--- src/rtl/gba_fb_scanout_if.sv ---
// Framebuffer read port between the VGA scanout (master) and the double buffer (slave).
//   addr : read address, y*IMG_W + x, issued by the scanout
//   data : BGR555 pixel returned READ_LATENCY cycles after addr; [4:0]=R, [9:5]=G, [14:10]=B
interface gba_fb_scanout_if;
  logic [16:0] addr;
  logic [14:0] data;

  modport master (output addr, input data);
  modport slave  (input addr, output data);
endinterface

--- src/rtl/gba_fb_scanout.sv ---
// VGA scanout for the 240x160 GBA framebuffer.
// Generates 640x480@60 timing, reads the framebuffer with a 2x2 pixel scale into a centred
// window, and converts BGR555 to 4-bit-per-channel RGB. Sync and status flags are delayed to
// line up with the framebuffer read latency.
// Ports:
//   clock       : pixel clock (25 MHz)
//   reset       : synchronous reset, active-high
//   fb          : framebuffer read port (addr out, data in)
//   VGA_R/G/B   : 4-bit colour, black outside the image window
//   VGA_HS/VS   : active-low syncs
//   vblank      : high while the displayed line is >= V_ACTIVE
//   frame_start : one-cycle pulse aligned with screen pixel (0,0)
module gba_fb_scanout #(
  parameter int unsigned H_ACTIVE     = 640,
  parameter int unsigned H_FP         = 16,
  parameter int unsigned H_SYNC       = 96,
  parameter int unsigned H_BP         = 48,
  parameter int unsigned V_ACTIVE     = 480,
  parameter int unsigned V_FP         = 10,
  parameter int unsigned V_SYNC       = 2,
  parameter int unsigned V_BP         = 33,
  parameter int unsigned IMG_W        = 240,
  parameter int unsigned IMG_H        = 160,
  parameter int unsigned X_OFF        = 80,
  parameter int unsigned Y_OFF        = 80,
  parameter int unsigned READ_LATENCY = 1
) (
  input  logic                    clock,
  input  logic                    reset,
  gba_fb_scanout_if.master        fb,
  output logic [3:0]              VGA_R,
  output logic [3:0]              VGA_G,
  output logic [3:0]              VGA_B,
  output logic                    VGA_HS,
  output logic                    VGA_VS,
  output logic                    vblank,
  output logic                    frame_start
);

  localparam int unsigned H_TOTAL = H_ACTIVE + H_FP + H_SYNC + H_BP;
  localparam int unsigned V_TOTAL = V_ACTIVE + V_FP + V_SYNC + V_BP;
  localparam int unsigned ColW    = $clog2(IMG_W + 1);

  localparam logic [9:0] HLast   = 10'(H_TOTAL - 1);
  localparam logic [9:0] VLast   = 10'(V_TOTAL - 1);
  localparam logic [9:0] HActEnd = 10'(H_ACTIVE);
  localparam logic [9:0] VActEnd = 10'(V_ACTIVE);
  localparam logic [9:0] HSyncLo = 10'(H_ACTIVE + H_FP);
  localparam logic [9:0] HSyncHi = 10'(H_ACTIVE + H_FP + H_SYNC - 1);
  localparam logic [9:0] VSyncLo = 10'(V_ACTIVE + V_FP);
  localparam logic [9:0] VSyncHi = 10'(V_ACTIVE + V_FP + V_SYNC - 1);
  localparam logic [9:0] WinX0   = 10'(X_OFF);
  localparam logic [9:0] WinX1   = 10'(X_OFF + 2 * IMG_W - 1);
  localparam logic [9:0] WinY0   = 10'(Y_OFF);
  localparam logic [9:0] WinY1   = 10'(Y_OFF + 2 * IMG_H - 1);

  // Bit positions inside the delayed flag word.
  localparam int FHs  = 0;
  localparam int FVs  = 1;
  localparam int FAct = 2;
  localparam int FWin = 3;
  localparam int FVbl = 4;
  localparam int FFs  = 5;
  // Inactive flags: syncs deasserted (high), everything else low.
  localparam logic [5:0] FlagsIdle = 6'b00_0011;

  logic [9:0]      h_q, h_d;
  logic [9:0]      v_q, v_d;
  logic [16:0]     row_q, row_d;
  logic [ColW-1:0] col_q, col_d;

  logic            line_end, frame_end;
  logic            h_win, v_win, win0;
  logic [5:0]      flags0;
  logic [5:0]      pipe_q [READ_LATENCY];
  logic [5:0]      flags_out;
  logic            pix_on;
  logic            unused_data_lsbs;

  always_comb begin
    line_end  = (h_q == HLast);
    frame_end = line_end && (v_q == VLast);
    h_win     = (h_q >= WinX0) && (h_q <= WinX1);
    v_win     = (v_q >= WinY0) && (v_q <= WinY1);
    win0      = h_win && v_win;
  end

  // Screen position counters.
  always_comb begin
    h_d = h_q + 10'd1;
    v_d = v_q;
    if (line_end) begin
      h_d = '0;
      v_d = (v_q == VLast) ? '0 : v_q + 10'd1;
    end
  end

  // Image column/row bases. Each advances after the second of a pixel/line pair, which gives the
  // 2x2 replication without a multiplier. Parity is taken relative to the window origin.
  always_comb begin
    col_d = col_q;
    if (line_end) begin
      col_d = '0;
    end else if (win0 && (h_q[0] ^ WinX0[0])) begin
      col_d = col_q + ColW'(1);
    end
  end

  always_comb begin
    row_d = row_q;
    if (frame_end) begin
      row_d = '0;
    end else if (line_end && v_win && (v_q[0] ^ WinY0[0])) begin
      row_d = row_q + 17'(IMG_W);
    end
  end

  always_comb begin
    fb.addr = win0 ? (row_q + 17'(col_q)) : '0;
  end

  always_comb begin
    flags0       = '0;
    flags0[FHs]  = !((h_q >= HSyncLo) && (h_q <= HSyncHi));
    flags0[FVs]  = !((v_q >= VSyncLo) && (v_q <= VSyncHi));
    flags0[FAct] = (h_q < HActEnd) && (v_q < VActEnd);
    flags0[FWin] = win0;
    flags0[FVbl] = (v_q >= VActEnd);
    flags0[FFs]  = (h_q == '0) && (v_q == '0);
  end

  always_ff @(posedge clock) begin
    if (reset) begin
      h_q   <= '0;
      v_q   <= '0;
      row_q <= '0;
      col_q <= '0;
      for (int i = 0; i < int'(READ_LATENCY); i++) begin
        pipe_q[i] <= FlagsIdle;
      end
    end else begin
      h_q       <= h_d;
      v_q       <= v_d;
      row_q     <= row_d;
      col_q     <= col_d;
      pipe_q[0] <= flags0;
      for (int i = 1; i < int'(READ_LATENCY); i++) begin
        pipe_q[i] <= pipe_q[i-1];
      end
    end
  end

  // The last flag stage lines up with the data returned for the same pixel, so colour is the
  // returned pixel gated by the registered window flag; data is ignored outside the window.
  always_comb begin
    flags_out   = pipe_q[READ_LATENCY-1];
    pix_on      = flags_out[FWin] && flags_out[FAct];
    VGA_R       = pix_on ? fb.data[4:1]   : 4'h0;
    VGA_G       = pix_on ? fb.data[9:6]   : 4'h0;
    VGA_B       = pix_on ? fb.data[14:11] : 4'h0;
    VGA_HS      = flags_out[FHs];
    VGA_VS      = flags_out[FVs];
    vblank      = flags_out[FVbl];
    frame_start = flags_out[FFs];
  end

  // Colour LSBs are dropped in the 5-to-4 bit conversion.
  assign unused_data_lsbs = ^{fb.data[0], fb.data[5], fb.data[10]};

endmodule

--- src/flat_wrapper.sv ---
// flat-port wrapper written by rule: the top's interface ports become plain ports
module gba_fb_scanout_flat 
#(
  parameter int unsigned H_ACTIVE     = 640,
  parameter int unsigned H_FP         = 16,
  parameter int unsigned H_SYNC       = 96,
  parameter int unsigned H_BP         = 48,
  parameter int unsigned V_ACTIVE     = 480,
  parameter int unsigned V_FP         = 10,
  parameter int unsigned V_SYNC       = 2,
  parameter int unsigned V_BP         = 33,
  parameter int unsigned IMG_W        = 240,
  parameter int unsigned IMG_H        = 160,
  parameter int unsigned X_OFF        = 80,
  parameter int unsigned Y_OFF        = 80,
  parameter int unsigned READ_LATENCY = 1
)
  (clock, reset, VGA_R, VGA_G, VGA_B, VGA_HS, VGA_VS, vblank, frame_start, fb_addr, fb_data);
  gba_fb_scanout_if fb_i ();
  input  logic clock;
  input  logic reset;
  output logic [3:0] VGA_R;
  output logic [3:0] VGA_G;
  output logic [3:0] VGA_B;
  output logic VGA_HS;
  output logic VGA_VS;
  output logic vblank;
  output logic frame_start;
  output wire logic [$bits(fb_i.addr)-1:0] fb_addr;
  input wire logic [$bits(fb_i.data)-1:0] fb_data;
  assign fb_addr = fb_i.addr;
  assign fb_i.data = fb_data;
  gba_fb_scanout #(.H_ACTIVE(H_ACTIVE), .H_FP(H_FP), .H_SYNC(H_SYNC), .H_BP(H_BP), .V_ACTIVE(V_ACTIVE), .V_FP(V_FP), .V_SYNC(V_SYNC), .V_BP(V_BP), .IMG_W(IMG_W), .IMG_H(IMG_H), .X_OFF(X_OFF), .Y_OFF(Y_OFF), .READ_LATENCY(READ_LATENCY)) u_core (.clock(clock), .reset(reset), .fb(fb_i), .VGA_R(VGA_R), .VGA_G(VGA_G), .VGA_B(VGA_B), .VGA_HS(VGA_HS), .VGA_VS(VGA_VS), .vblank(vblank), .frame_start(frame_start));
endmodule
--- config.mk ---
export PLATFORM = sky130hd
export DESIGN_NAME = gba_fb_scanout_flat
export DESIGN_NICKNAME = d
export VERILOG_FILES = /design/src/rtl/gba_fb_scanout_if.sv /design/src/rtl/gba_fb_scanout.sv /design/src/flat_wrapper.sv
export SDC_FILE = /design/constraint.sdc
export NUM_CORES = 1
export LEC_CHECK = 0
export ABC_AREA = 1
export CAP_MARGIN = 20
export CORE_UTILIZATION = 58
export DETAILED_ROUTE_END_ITERATION = 6
export PLACE_DENSITY = 0.86
export SYNTH_ARGS = -nofsm -noshare
export SYNTH_HDL_FRONTEND = slang
export SYNTH_SLANG_ARGS = --single-unit
export TNS_END_PERCENT = 100
--- constraint.sdc ---
create_clock -name clock -period 3.01 [get_ports clock]
set_input_delay 0.602 -clock clock [delete_from_list [all_inputs] [get_ports clock]]
set_output_delay 0.602 -clock clock [all_outputs]
set_load 0.02 [all_outputs]
### Word-level counts from Yosys, hierarchy flattened

Memory sizes are Yosys's and may differ from the RTL's.
Cells that the tools add are included.

| storage, ports and cells | value |
|---|---|
| input bits | 17 |
| word-level logic and storage cells | 52 |
| register bits after elaboration | 45 |
| memories kept | 1 |
| output and inout bits | 33 |
| RAM bits | 6 |

Memory list:

| memory | words | width | rd ports | clocked after Yosys merged registers in | write ports | line | RTL |
|---|---|---|---|---|---|---|---|
| u_core.pipe_q | 1 | 6 | 1 | 0 | 1 | gba_fb_scanout.sv:75 | `logic [5:0] pipe_q [READ_LATENCY];` |

| operators by class | value |
|---|---|
| eq/ne operators | 2 |
| $lt $le $gt $ge | 11 |
| multiplexer cells | 10 |
| add/sub/neg operators | 5 |
| reduce and logical (&&, ||, !) cells | 19 |

Operators by type and width:

| cell | number |
|---|---|
| $add 10x1->10 const B | 2 |
| $eq 10x10->1 const B | 2 |
| $ge 10x7->1 const B | 2 |
| $ge 10x9->1 const B | 2 |
| $le 10x10->1 const B | 2 |
| $le 10x9->1 const B | 2 |
| $logic_not 10->1 | 2 |
| $add 17x8->17 | 1 |
| $add 17x8->17 const B | 1 |
| $mux 17 | 1 |
| $logic_and 1x1->1 | 12 |
| $mux 4 | 3 |
| $ge 10x10->1 const B | 1 |
| $lt 10x10->1 const B | 1 |
| $lt 10x9->1 const B | 1 |
| $mux 10 | 1 |
| $add 8x1->8 const B | 1 |
| $mux 6 | 1 |
| $reduce_or 6->1 | 1 |
| $mux 1 | 4 |
| $reduce_or 2->1 | 2 |
| $logic_not 1->1 | 2 |

### Depth between registers and ports, before layout

Gate-level depths: netlist (run 1).

| logic depth | value |
|---|---|
| word-level depth | 4 |
| mapped depth | 11 |
| depth with buffers taken out | 11 |

### Worst setup path before layout (run 1)

Ideal clock, no wire load.

| timing path | value |
|---|---|
| kind | flip-flop to output port |
| start | reg u_core.col_q[4] |
| end | out fb_addr[16] |
| path slack | 0.603 ns |
| buffers on the path | 0 |
| arrival time | 1.805 ns |
| cell stages (with the launch flop) | 8 |
| required time | 2.408 ns |
| cell sequence | dfxtp_1 -> ha_1 -> fa_1 -> nand3_1 -> nand3_1 -> nand2_1 -> nor3_1 -> nor3_1 |

| between the ends | value |
|---|---|
| longest elaborated chain between the ends | 2 |

RTL lines:

| element | line | RTL |
|---|---|---|
| start, declared | gba_fb_scanout.sv:70 | `logic [ColW-1:0] col_q, col_d;` |
| start signal, assigned | gba_fb_scanout.sv:145 | `col_q <= col_d;` |
| $add 17x8->17 | gba_fb_scanout.sv:119 | `fb.addr = win0 ? (row_q + 17'(col_q)) : '0;` |
| $mux 17 | gba_fb_scanout.sv:119 |  |
| end, declared | flat_wrapper.sv:29 | `output wire logic [$bits(fb_i.addr)-1:0] fb_addr;` |

No other way between the ends.

### Final worst setup path (run 1)

| timing path | value |
|---|---|
| start | reg u_core.col_q[4] |
| end | out fb_addr[14] |

Same word-level chain as after synthesis.

==> results of run 1 <==
==> routing by layer <==
metal / GRT usage / vias up / wire length [um]
li1: - / 1622 / -
met1: 0.3298 / 1437 / 3095
met2: 0.4715 / 148 / 3503
met3: 0.04552 / 20 / 607
met4: 0.1317 / 0 / 179
met5: 0 / - / 0
==> synth_stat cells <==
master	instances
nand2_1	107
nor2_1	89
inv_1	72
dfxtp_1	47
nand3_1	32
a21oi_1	25
nor3_1	21
nand4_1	19
xor2_1	13
ha_1	10
o21ai_0	8
nor2_4	7
buf_2	4
inv_2	4
nand2_4	3
nand3b_1	3
buf_6	2
clkbuf_1	2
nor3b_1	2
o21a_1	2
xnor2_1	2
buf_4	1
fa_1	1
inv_4	1
nand2_2	1
nand2_8	1
nand3_2	1
nand3_4	1
nor2_8	1
nor4_1	1
o22ai_1	1
o31ai_1	1
==> metrics by stage <==
step | hold slack, ps | std cells | utilization
after global placement | 486.1 | 595 | 0.7050
after detailed placement | 494.3 | 595 | 0.7050
after CTS | 504.2 | 603 | 0.7296
after global routing | 540.8 | 603 | 0.7313
after floorplan | 466.2 | 485 | -
final | 506.2 | 603 | 0.7313
==> worst max-delay path: cells and delay by family, from the launching register on <==
kind,cells,cell delay (ps)
adders and majority gates,2,650
buffers and inverters,1,340
DFF,1,360
and+or+nand+nor,5,650
==> worst min path at each step <==
stage / end / slack, ps / cells after the start
after global routing: u_core.col_q[7]$_SDFFE_PP0P_ / 540 / 2
after CTS: u_core.col_q[7]$_SDFFE_PP0P_ / 500 / 2
after global placement: u_core.col_q[0]$_SDFFE_PP0P_ / 490 / 2
after detailed placement: u_core.col_q[0]$_SDFFE_PP0P_ / 490 / 2
after floorplan: u_core.col_q[7]$_SDFFE_PP0P_ / 470 / 2
final: u_core.col_q[7]$_SDFFE_PP0P_ / 510 / 2
==> registers in the layout (all words and copies together), names as in the netlist <==
name and cells:
u_core.v_q 10, u_core.col_q 8, u_core.row_q 13, u_core.h_q 10, u_core.pipe_q 6
==> repair_timing <==
| item | 4_1_cts | 5_1_grt |
|---|---|---|
| gates resized for setup | 5 | 10 |
| endpoints found under the setup margin | 5 | 7 |
| buffers inserted | 0 | 0 |
==> power by group through the flow <==
stage	clock, mW	combinational (mW)	sequential (mW)
5_1_grt	0.577	0.0623	0.634
3_3_place_gp	0	0.0537	0.647
6_report	0.549	0.0550	0.633
2_1_floorplan	0	0.0304	0.646
4_1_cts	0.553	0.0556	0.633
3_5_place_dp	0	0.0555	0.647
==> area by class of cell <==
| cell class | instances | area [sq um] |
|---|---|---|
| clock buffer | 6 | 72.57 |
| clock inverter | 2 | 60.06 |
| timing repair buffer | 49 | 485.5 |
| tap | 70 | 87.58 |
| multi-input combinational | 352 | 1821 |
| sequential | 47 | 940.9 |
| inverter | 77 | 291.5 |
| fill | 448 | 1381 |
==> placed cells by master, fill, tap and decap left out, types with 2 or more instances in the layout <==
cell type	count
clkdlybuf4s50_1	36
nand3b_1	3
o21a_1	2
clkbuf_8	5
bufinv_16	2
dlygate4sd2_1	3
o21ai_0	8
inv_2	4
xor2_1	13
dlymetal6s2s_1	5
nor3b_1	2
xnor2_1	2
inv_1	72
nand3_1	32
nand2_1	107
nor3_1	21
nand2_4	3
nand4_1	19
buf_4	3
ha_1	10
dfxtp_1	47
nor2_1	89
a21oi_1	25
nor2_4	7
==> logic make-up after synthesis <==
logic type / synth area share
simple gates: 0.4340
buf+inv: 0.1122
flops: 0.3025
compound gates: 0.06235
xor+xnor: 0.04224
fa+ha+maj: 0.04666
==> results_dict.tcl, run 1 <==
set metrics [dict create \
    seq_area_frac_synth 0.3025 \
    areaGrowthSynthToFinish_pct 20.84 \
    placement_rows 26 \
    finish.net_count 560 \
    switching_share_of_power 0.2033 \
    worst-path-max-fanout 5 \
    proportion_of_power_drawn_by_combinational_gates 0.044 \
    clk_root_buffer_cell "clkbuf_8" \
    vias_per_cell 5.352 \
    share_seq_of_total_power 0.512 \
    timing.clock.skew_ps 10.06 \
    dp_worst_setup_slack_ps 159.6 \
    slew_headroom 0.6619 \
    avgRoutedWirePerCell_um 12.25 \
    drt_pre_antenna_iters 5 \
    hold_viol 0 \
    synth_cell_types 32 \
    ff2ff_path_depth 10 \
    grt_antenna_before_repair 0 \
    final_cell_area_sq_um 3759 \
    antenna-diode-count 0 \
    placement.io_buffers 46 \
    postSynthRegisterBits 47 \
    outcome "finished clean" \
    initial_standard_cell_utilization_of_the_core 0.6052 \
    power_leakage_nw 1.804 \
    total_power_mw 1.237 \
    core_area_sq_um 5140 \
    power_per_cell_area_nw_per_um2 329.1 \
    syn-mean-instance-area_sq_um 6.413 \
    net-switching-power_mw 0.2515 \
    fmax_mhz 346.2 \
    routabilityCongestion 0.9505 \
    biggest_area_consumer_among_synthesized_cells "dfxtp_1" \
    htree_levels 2 \
    grt_usage 0.2728 \
    worstSetupStartpointType "flop" \
    die_area_sq_um 5660 \
    fp.dieH_um 75.23 \
    startpoint "u_core.col_q[4]$_SDFFE_PP0P_" \
    route.detailed.drc 0 \
    drt.antenna.violating_nets 0 \
    grt_pass1_wl_mm 11.90 \
    holdBufCountCts 0 \
    postSynthNetCount 513 \
    global_route.overflow_total 0 \
    max_stage_delay_ps 410 \
    cp_data_required_time_ps 2410 \
    setup_viol 0 \
    rsz0062_at_grt "false" \
    worstHoldPathType "flop to flop" \
    place_hpwl_mm 5.462 \
    cpMaxStageDelayCell "fa_1" \
    crit_path_cell_trace "ha_1 -> fa_1 -> nand3_1 -> nand3_1 -> nand2_1 -> nor3_1 -> nor3_1 -> dlygate4sd1_1" \
    largest_cells_by_area_after_synthesis "dfxtp_1 30%, nand2_1 13%, nor2_1 11%" \
    drt-total-wl_mm 7.385 \
    total_count_of_max_transition_violations_in_the_final_report 0 \
    hold_path_startpoint "u_core.col_q[7]$_SDFFE_PP0P_" \
    power_report.internal_total_mw 0.9855 \
    path_class "flop to output port" \
    detailroute.via_count 3227 \
    worst-r2r-setup-slack_ps 850 \
    vdd.ir_drop.worst_mv 0.1936 \
    postSynthCellCount 485 \
    max_slew.worst_pin.slew_ps 501.9 \
    worst_setup_path_endpoint "fb_addr[14]" \
    clock_path_buffers 2 \
    cap_viol_max_count 0 \
    die_width_um 75.23 \
    cts.clk_slew.worst_paths_ps 90 \
    clockPowerShare 0.444 \
    synth_area_sq_um 3110 \
    final_layout_size_suffix_gt1_frac 0.05816 \
    setup_total_neg_slack_ps 0 \
    synth-warning-count 0 \
    cts_buffers 5 \
    io_pins 50 \
    via_count_of_the_first_global_routing_pass 2825 \
    cts_tree "done" \
    final.setup.worst_slack_ps 121.1 \
    worst_skew_pair.late_latency_ps 300 \
    rr_startpoint "u_core.h_q[0]$_SDFF_PP0_" \
    grt_max_degree 19 \
    detail_route.iter0.violations 199 \
    post-route-period-util 0.9598 \
    yosys.area.top_type_share 0.3025 \
    cts_num_sinks 47 \
    crit_path_end_kind "output port" \
    signal_arrival_time_at_the_worst_endpoint_ps 2290 \
    placed_cell_area_sq_um 3623 \
    post-route-min-period_ps 2889 \
    regToRegEndpoint "u_core.row_q[8]$_SDFFE_PP0P_" \
]
Note: power is estimated with default switching activity, not from simulation.
==> run 2: changes to the inputs <==
--- a/config.mk
+++ b/config.mk
@@ -9,6 +9,7 @@
 export CAP_MARGIN = 20
 export CORE_UTILIZATION = 58
 export DETAILED_ROUTE_END_ITERATION = 6
+export GPL_ROUTABILITY_DRIVEN = 0
 export PLACE_DENSITY = 0.86
 export SYNTH_ARGS = -nofsm -noshare
 export SYNTH_HDL_FRONTEND = slang
==> results of run 2 <==
No change in the layout: final DEF, timing and power equal those of run 1.
==> run 3: changes to the inputs <==
--- a/config.mk
+++ b/config.mk
@@ -10,7 +10,9 @@
 export CORE_UTILIZATION = 58
 export DETAILED_ROUTE_END_ITERATION = 6
 export GPL_ROUTABILITY_DRIVEN = 0
+export MAX_ROUTING_LAYER = met4
 export PLACE_DENSITY = 0.86
+export SLEW_MARGIN = 20
 export SYNTH_ARGS = -nofsm -noshare
 export SYNTH_HDL_FRONTEND = slang
 export SYNTH_SLANG_ARGS = --single-unit
==> run 3 against run 2 <==
Count of clock-buffer cells in the layout unchanged. Power about the same. Core utilization unchanged.
==> results_dict.tcl, run 3 (synthesis results as in run 1) <==
set metrics [dict create \
    crit_path_end_kind "output port" \
    slew_headroom 0.6620 \
    total_count_of_max_transition_violations_in_the_final_report 0 \
    layout_top_registers "u_core.row_q (13), u_core.h_q (10), u_core.v_q (10)" \
    final.setup.worst_slack_ps 123.7 \
    fin_cells 603 \
    worst_skew_pair.late_latency_ps 300 \
    net-switching-power_mw 0.2511 \
    areaGrowthSynthToFinish_pct 20.84 \
    initial_standard_cell_utilization_of_the_core 0.6052 \
    max_slew.worst_pin.slew_ps 501.6 \
    placement_rows 26 \
    post_cts_buffers 0 \
    cp_data_required_time_ps 2410 \
    outcome "finished clean" \
    cts.clk_slew.worst_paths_ps 90 \
    cts_num_sinks 47 \
    cts_tree "done" \
    timing.clock.skew_ps 8.984 \
    setup_total_neg_slack_ps 0 \
    detailroute.via_count 3212 \
    holdBufCountCts 0 \
    vias_per_cell 5.327 \
    fp.dieH_um 75.23 \
    placed_cell_area_sq_um 3623 \
    htree_levels 2 \
    clockPowerShare 0.444 \
    wl_met2_mm 3.488 \
    grt_max_degree 19 \
    placed_cells_incl_taps 595 \
    placement.io_buffers 46 \
    dp_worst_setup_slack_ps 159.6 \
    worst-path-max-fanout 5 \
    worstHoldPathType "flop to flop" \
    place_hpwl_mm 5.462 \
    proportion_of_power_drawn_by_combinational_gates 0.045 \
    detail_route.iter0.violations 193 \
    met1Wirelength_mm 3.126 \
    top_layer_used "met4" \
    global_route.overflow_total 0 \
    die_width_um 75.23 \
    mostFrequentLayoutCells "107 x nand2_1, 89 x nor2_1, 72 x inv_1" \
    layout.cells.most_common "nand2_1" \
    fmax_mhz 346.5 \
    grt_antenna_before_repair 0 \
    drt_pre_antenna_iters 5 \
    timing.hold.ws_ps 506.7 \
    finish.net_count 560 \
    die_area_sq_um 5660 \
    clock_path_buffers 2 \
    cap_viol_max_count 0 \
    grt_pass1_wl_mm 11.90 \
    post-route-min-period_ps 2886 \
    drt-total-wl_mm 7.341 \
    final_cell_area_sq_um 3759 \
    path_class "flop to output port" \
    met3RoutedLength_um 546 \
    avgRoutedWirePerCell_um 12.17 \
    drt.antenna.violating_nets 0 \
    share_seq_of_total_power 0.512 \
    io_pins 50 \
    power_per_cell_area_nw_per_um2 329.0 \
    clk_root_buffer_cell "clkbuf_8" \
    rsz0062_at_grt "false" \
    core_area_sq_um 5140 \
    hold_viol 0 \
    setup_viol 0 \
    signal_arrival_time_at_the_worst_endpoint_ps 2280 \
    route.detailed.drc 0 \
    cts_buffers 5 \
    vdd.ir_drop.worst_mv 0.1935 \
    final_layout_size_suffix_gt1_frac 0.05816 \
    power_leakage_nw 1.804 \
    largest_reg_flops 13 \
    grt_usage 0.2813 \
    antenna-diode-count 0 \
    post-route-period-util 0.9589 \
    largest-register "u_core.row_q" \
    switching_share_of_power 0.2031 \
    via_count_of_the_first_global_routing_pass 2826 \
    worstSetupStartpointType "flop" \
    power_report.internal_total_mw 0.9855 \
]
run 3: cell counts in the layout (fill, tap and decap cells not counted):
Identical to the previous run, type by type.
run 3: worst paths after layout:
| check | slack, ps | cells past startpoint | from | end |
|---|---|---|---|---|
| max reg2reg | 860 | 10 | u_core.h_q[0]$_SDFF_PP0_ | u_core.v_q[9]$_SDFFE_PP0P_ |
| min reg2reg | 510 | 2 | u_core.col_q[7]$_SDFFE_PP0P_ | u_core.col_q[7]$_SDFFE_PP0P_ |
| min | 510 | 2 | u_core.col_q[7]$_SDFFE_PP0P_ | u_core.col_q[7]$_SDFFE_PP0P_ |
| max | 120 | 8 | u_core.col_q[4]$_SDFFE_PP0P_ | fb_addr[14] |
run 3: stage by stage:
stage,power (mW),utilization
floorplan,0.6763,-
global placement,0.7007,0.7050
detailed placement,0.7030,0.7050
CTS,1.242,0.7296
global route,1.274,0.7313
finish,1.237,0.7313
run 3: power by group through the flow:
stage                     Sequential (mW)  Combinational [mW]  Clock (mW)
after CTS                           0.633              0.0556       0.553
after global placement              0.647              0.0537           0
after global routing                0.634              0.0623       0.577
after floorplan                     0.646              0.0304           0
after detailed placement            0.647              0.0555           0
final                               0.633              0.0550       0.549
run 3: layer usage:
metal  track usage  up-vias
met5             -        -
met4        0.1317        0
met1        0.3298     1428
li1              -     1623
met3       0.04552       18
met2        0.4715      143
run 3: repair_timing:
item,CTS,global route
setup endpoints to repair,5,7
pin swaps,0,0
gates resized for setup,5,10
endpoints found under the hold margin,0,0
run 3: final cells by class:
type | instances | area (sq um)
repair buffers | 49 | 485.5
fillers | 448 | 1381
well taps | 70 | 87.58
multi-input cells | 352 | 1821
flip-flops and latches | 47 | 940.9
clock buffers | 6 | 72.57
clock inverters | 2 | 60.06
inverters | 77 | 291.5
run 3: worst max-delay path, cell delays in order, from the launching register on:
cell	delay (ps)
dfxtp_1	360
ha_1	240
fa_1	410
nand3_1	90
nand3_1	130
nand2_1	200
nor3_1	70
nor3_1	150
dlygate4sd1_1	340
